<file path="config.mk">
export PLATFORM = sky130hd
export DESIGN_NAME = demux4x8bit_stream
export DESIGN_NICKNAME = d
export VERILOG_FILES = /design/src/rtl/demux4x8bit_stream.sv
export SDC_FILE = /design/constraint.sdc
export NUM_CORES = 1
export LEC_CHECK = 0
export ABC_AREA = 0
export CAP_MARGIN = 20
export CORE_MARGIN = 1.5
export CORE_UTILIZATION = 46
export DETAILED_ROUTE_END_ITERATION = 8
export GPL_TIMING_DRIVEN = 0
export PLACE_DENSITY_LB_ADDON = 0.1
export SLEW_MARGIN = 25
export SYNTH_ARGS = -nofsm -noshare
export SYNTH_HDL_FRONTEND = slang
export SYNTH_SLANG_ARGS = --single-unit
</file>
<file path="constraint.sdc">
create_clock -name clk -period 1.6 [get_ports clk]
set_input_delay 0.32 -clock clk [delete_from_list [all_inputs] [get_ports clk]]
set_output_delay 0.32 -clock clk [all_outputs]
set_load 0.03 [all_outputs]
</file>
<file path="src/rtl/demux4x8bit_stream.sv">
// Registered 1-to-4 byte demultiplexer with valid/ready on both sides.
// Each channel holds one byte and keeps a wrapping count of delivered bytes.

module demux4x8bit_stream_lane #(
  parameter int WIDTH = 8
) (
  input  logic             clk,
  input  logic             rst_n,
  input  logic             acc,
  input  logic [WIDTH-1:0] in_data,
  input  logic             out_ready,
  output logic             full,
  output logic [WIDTH-1:0] data,
  output logic [7:0]       cnt
);
  logic             full_q, full_d;
  logic [WIDTH-1:0] data_q, data_d;
  logic [7:0]       cnt_q, cnt_d;
  logic             drain;

  always_comb begin
    drain  = full_q && out_ready;
    full_d = full_q;
    data_d = data_q;
    cnt_d  = cnt_q;
    if (drain) begin
      full_d = 1'b0;
      cnt_d  = cnt_q + 8'd1;
    end
    // A same-cycle accept wins over the drain's clear of full.
    if (acc) begin
      full_d = 1'b1;
      data_d = in_data;
    end
  end

  always_ff @(posedge clk) begin
    if (!rst_n) begin
      full_q <= 1'b0;
      data_q <= '0;
      cnt_q  <= '0;
    end else begin
      full_q <= full_d;
      data_q <= data_d;
      cnt_q  <= cnt_d;
    end
  end

  assign full = full_q;
  assign data = data_q;
  assign cnt  = cnt_q;
endmodule

module demux4x8bit_stream #(
  parameter int WIDTH = 8
) (
  input  logic               clk,
  input  logic               rst_n,
  input  logic               in_valid,
  input  logic [WIDTH-1:0]   in_data,
  input  logic [1:0]         in_dest,
  output logic               in_ready,
  output logic [3:0]         out_valid,
  output logic [4*WIDTH-1:0] out_data,
  input  logic [3:0]         out_ready,
  output logic [31:0]        sent_count
);
  localparam int NUM_LANES = 4;

  logic [NUM_LANES-1:0]            acc;
  logic [NUM_LANES-1:0]            full;
  logic [NUM_LANES-1:0][WIDTH-1:0] data;
  logic [NUM_LANES-1:0][7:0]       cnt;
  logic                            accept;

  // Ready depends only on the addressed channel's state, never on in_valid.
  assign in_ready = !full[in_dest] || out_ready[in_dest];
  assign accept   = in_valid && in_ready;

  for (genvar i = 0; i < NUM_LANES; i++) begin : g_lane
    assign acc[i] = accept && (in_dest == 2'(i));

    demux4x8bit_stream_lane #(.WIDTH(WIDTH)) u_lane (
      .clk      (clk),
      .rst_n    (rst_n),
      .acc      (acc[i]),
      .in_data  (in_data),
      .out_ready(out_ready[i]),
      .full     (full[i]),
      .data     (data[i]),
      .cnt      (cnt[i])
    );
  end

  assign out_valid  = full;
  assign out_data   = data;
  assign sent_count = cnt;
endmodule

</file>
Word-level counts from Yosys, hierarchy flattened
Cells that the tools add are included.

cells by class
  add/subtract/negate cells = 4
  magnitude comparators = 1
  equality and inequality tests = 3
  mux-type cells = 12
  reductions and logical operators = 16

operators by type and width
  kind                                                        count
  adder 8 x 1 -> 8 bit, second input constant                 4
  two-way mux 1 bit                                           10
  logical AND 1 bit                                           9
  nonzero test 2 bit                                          4
  binary-select mux 1 bit (select 2 bit)                      2
  equality test 2 bit, second input constant                  2
  less-than comparator 2 x 3 -> 1 bit, second input constant  1
  equality test 2 x 1 -> 1 bit, second input constant         1
  zero test 2 bit                                             1
  zero test 1 bit                                             1
  logical OR 1 bit                                            1

storage, ports and cells
  register bits = 68
  input port bits = 17
  output and inout bits = 69

Longest topological paths before layout
  word-level depth = 7
  gate-level depth with buffers = 5
  depth with buffers taken out = 4

By module
A second synthesis with hierarchy kept.

second synthesis, totals
  cells, all modules = 293
  area total of the unflattened synthesis = 2,778.9 um^2

modules (own cells, without submodules)
  module                   times used  cells each  area each (um^2)
  demux4x8bit_stream_lane  4           71          669.4
  demux4x8bit_stream       1           9           101.3

Worst setup path before layout
OpenSTA, ideal clock, no wires.

  kind = flip-flop to output port
  start point = register g_lane[3].u_lane.full_q
  end point = output in_ready
  data arrival time = 1.255 ns
  path slack = 0.025 ns
  stages on the path, launching flop included = 4
  cell sequence = dfxtp_1 nand2b_1 clkbuf_1 mux4_2

between the ends
  cells in the longest elaborated chain, start to end = 4

RTL lines
  item                                     line  RTL
  from (decl)                              16    logic full_q, full_d;
  from (signal assigned)                   43    full_q <= full_d;
  binary-select mux 1 bit (select 2 bit)   77    assign in_ready = !full[in_dest] || out_ready[in_dest];
  two-way mux 1 bit (implied by the code)  77
  zero test 1 bit                          77
  logical OR 1 bit                         77
  to (decl)                                62    output logic in_ready,

Every way passes these cells. The select of a mux whose other input is x is not followed.

Worst setup path after layout
Same ends and word-level chain as after synthesis.

==> reports/metrics.json <==
{
  "layout-drive-gt1-share": 0.119,
  "wl_mm": 7.68,
  "overall_global_routing_resource_usage": 0.231,
  "leakagePower_nw": 1.69,
  "post_synth_inst_count": 338,
  "dp_cells": 496,
  "timing.slew.headroom": 0.628,
  "starting_density_of_the_core": 0.482,
  "dominant_combinational_cell_family_by_area_after_synthesis": "simple AND/OR/NAND/NOR gates",
  "synthMuxAreaShare": 0.0183,
  "worst_hold_path_type": "in2reg",
  "grt_max_degree": 11,
  "clock.fmax_ghz": 0.566,
  "pwr_density_cell_nw_per_um2": 842,
  "ys_top_cells_by_count": "dfxtp_1, a21oi_1, nand3_1",
  "holdPathStages": 3,
  "synth.most_common_cell": "dfxtp_1",
  "cell_accounting_for_the_most_synthesized_area": "dfxtp_1",
  "synth-compound-area-share": 0.196,
  "asyncSetResetFlopFracSynth": 0,
  "reg2reg_depth": 4,
  "clock_tree_from_tritoncts": "built",
  "final-setup-viol-count": 1,
  "dr_total_vias": 2913,
  "count_of_flip_flops_with_a_built_in_enable_after_synthesis": 0,
  "nets": 463,
  "synth_simple_gate_area_frac": 0.225,
  "antenna-diode-count": 0,
  "postSynthRegisterBits": 68,
  "post_synth_instance_area_um2": 2870,
  "yosysWarningCount": 0,
  "rows": 28,
  "arrival_ns": 1.45,
  "layout_min_cycle_time_ns": 1.77,
  "peakVddDrop_mv": 0.575,
  "grt_pass1_wl_mm": 11.6,
  "violations": "negative setup slack",
  "area.growth.synth_to_final_pct": 39.4,
  "timing.critical_path.required_ns": 1.28,
  "boundaryPins": 86,
  "cts_made_buffers": 9,
  "run_status": "finished with violations",
  "synth_top_cell_area_share": 0.475,
  "stdcell_area_um2": 4000,
  "power_consumption_w": 0.00336,
  "placed_cell_area_um2": 3790,
  "crit_path_max_fanout": 6,
  "floorplan.core_area_um2": 5960,
  "finalHoldViolations": 0,
  "grt_pass1_vias": 2447,
  "dieArea_um2": 6720,
  "fin_worst_skew_ns": 0.0103,
  "max_cap_viol_count": 0,
  "timing_max_transition_violations_final": 0,
  "avg_wl_per_cell_um": 14.8,
  "global_route.overflow_total": 0,
  "ant_nets": 0,
  "synth.yosys.seq_area_share": 0.475,
  "clk_pin_slew_worst_paths_ns": 0.07,
  "final_core_util": 0.671,
  "clock_sinks": 68,
  "die-height_um": 82.0,
  "synth.top_cells.by_area": "dfxtp_1, a21oi_1, nand3_1",
  "fin_tns_setup_ns": -0.167,
  "timing.critical_path.to_type": "output pin",
  "worst-setup-path-type": "reg2out",
  "route.detailed.vias_per_inst": 5.60,
  "drt_drc_violations_left": 0,
  "syn-num-nets": 359,
  "first_iter_violations": 137,
  "grt_setup_unrepaired": "yes",
  "firstDrtPassIters": 5,
  "ys.flop_type": "dfxtp_1",
  "timing.final.crit_share": 1.10,
  "die_x_um": 82.0,
  "grt_antenna_before_repair": 0,
  "clk_path_buf_depth": 2,
  "instances_no_fill": 520,
  "dp.final_hpwl_mm": 5.28,
  "post_synth_fa_ha_maj_area_fraction": 0.0175,
  "timing_worst_slew_pin_value_ns": 0.557,
  "cts.htree.levels": 3,
  "syn_area_per_cell_um2": 8.48,
  "final_replace_weighted_congestion": 0.807,
  "worst_skew_pair.late_latency_ns": 0.34,
  "finalWorstSetupSlack_ns": -0.167,
  "fraction_of_synthesized_cell_area_in_xor_and_xnor_cells": 0.0244,
  "synth_cell_types": 30,
  "port_buffers": 83,
  "cts_hold_repair.buffers": 0,
  "startpoint_type": "register",
  "clockRootBuffer": "clkbuf_8"
}
==> worst max-delay path, stage by stage, from the launching register on <==
cell and delay (ns):
dfxtp_4 0.38, nand2b_4 0.08, mux4_2 0.49, buf_6 0.16
==> report_power, final <==
group	switching, W	total, W	internal [W]	leakage, nW
registers	0.0000230	0.00174	0.00172	0.553
logic	0.000214	0.000336	0.000121	1.05
clock network	0.000616	0.00128	0.000668	0.0941
total	0.000854	0.00336	0.00251	1.69
==> placed cells by master (no fill, tap or decap), drive strengths merged <==
cell	instances
a21oi	53
clkdlybuf4s15	1
nand3b	2
mux2i	3
buf	22
o31ai	9
inv	7
clkinv	3
nor3b	1
nand3	49
nor2	8
nor4	3
clkdlybuf4s50	9
nand2b	11
o211ai	4
nor2b	4
dfxtp	68
dlymetal6s2s	1
o21ai	40
or3	8
ha	4
clkbuf	28
or3b	1
and3	1
or4	5
mux4	1
nand4	5
nand2	19
dlygate4sd2	65
and3b	2
xor2	8
==> registers in the layout, indices dropped and copies added (netlist names) <==
name                cells
g_lane.u_lane.full      4
g_lane.u_lane.cnt      32
g_lane.u_lane.data     32
==> per-stage QoR <==
stage / hold WS, ns / setup slack (ns)
2_1_floorplan: 0.468 / 0.0247
3_3_place_gp: 0.451 / -1.14
3_5_place_dp: 0.462 / -1.14
4_1_cts: 0.441 / -0.228
5_1_grt: 0.333 / -0.204
6_report: 0.311 / -0.167
==> worst paths after layout <==
kind,start,slack [ns],endpoint
worst max register to register,g_lane[1].u_lane.full,0.25,g_lane[1].u_lane.cnt[7]
worst max-delay path,g_lane[3].u_lane.full,-0.17,in_ready
worst min register to register,g_lane[0].u_lane.cnt[7],0.46,g_lane[0].u_lane.cnt[7]
worst min-delay path,out_ready[1],0.31,g_lane[1].u_lane.cnt[1]
==> layout make-up <==
class	count	area, µm²
repair buffers	97	831
multi-input cells	241	1410
fillers	540	1960
clock buffers	12	165
inverters	8	30.0
plain buffers	17	81.3
clock inverters	2	10.0
well taps	75	93.8
flip-flops and latches	68	1380
==> repair_timing <==
| action | in CTS | in global routing |
|---|---|---|
| cloned | 0 | 0 |
| resized for setup | 95 | 13 |
| setup endpoints to repair | 69 | 10 |
| setup buffers | 0 | 14 |
==> metal layers <==
layer | GRT usage | up-vias | share of wire
met1 | 0.290 | 1360 | 0.43
met3 | 0.0733 | 8 | 0.084
li1 | - | 1427 | -
met2 | 0.366 | 118 | 0.47
met5 | 0 | - | 0
met4 | 0.0881 | 0 | 0.014
==> cells by family after synthesis <==
logic type                 Yosys count
buffers and inverters               29
DFF                                 68
muxes                                4
adders and majority gates            4
and+or+nand+nor                    119
xor gates and xnor gates             8
AOI/OAI and AO/OA                  106
Power figures use the tool's default switching activity.
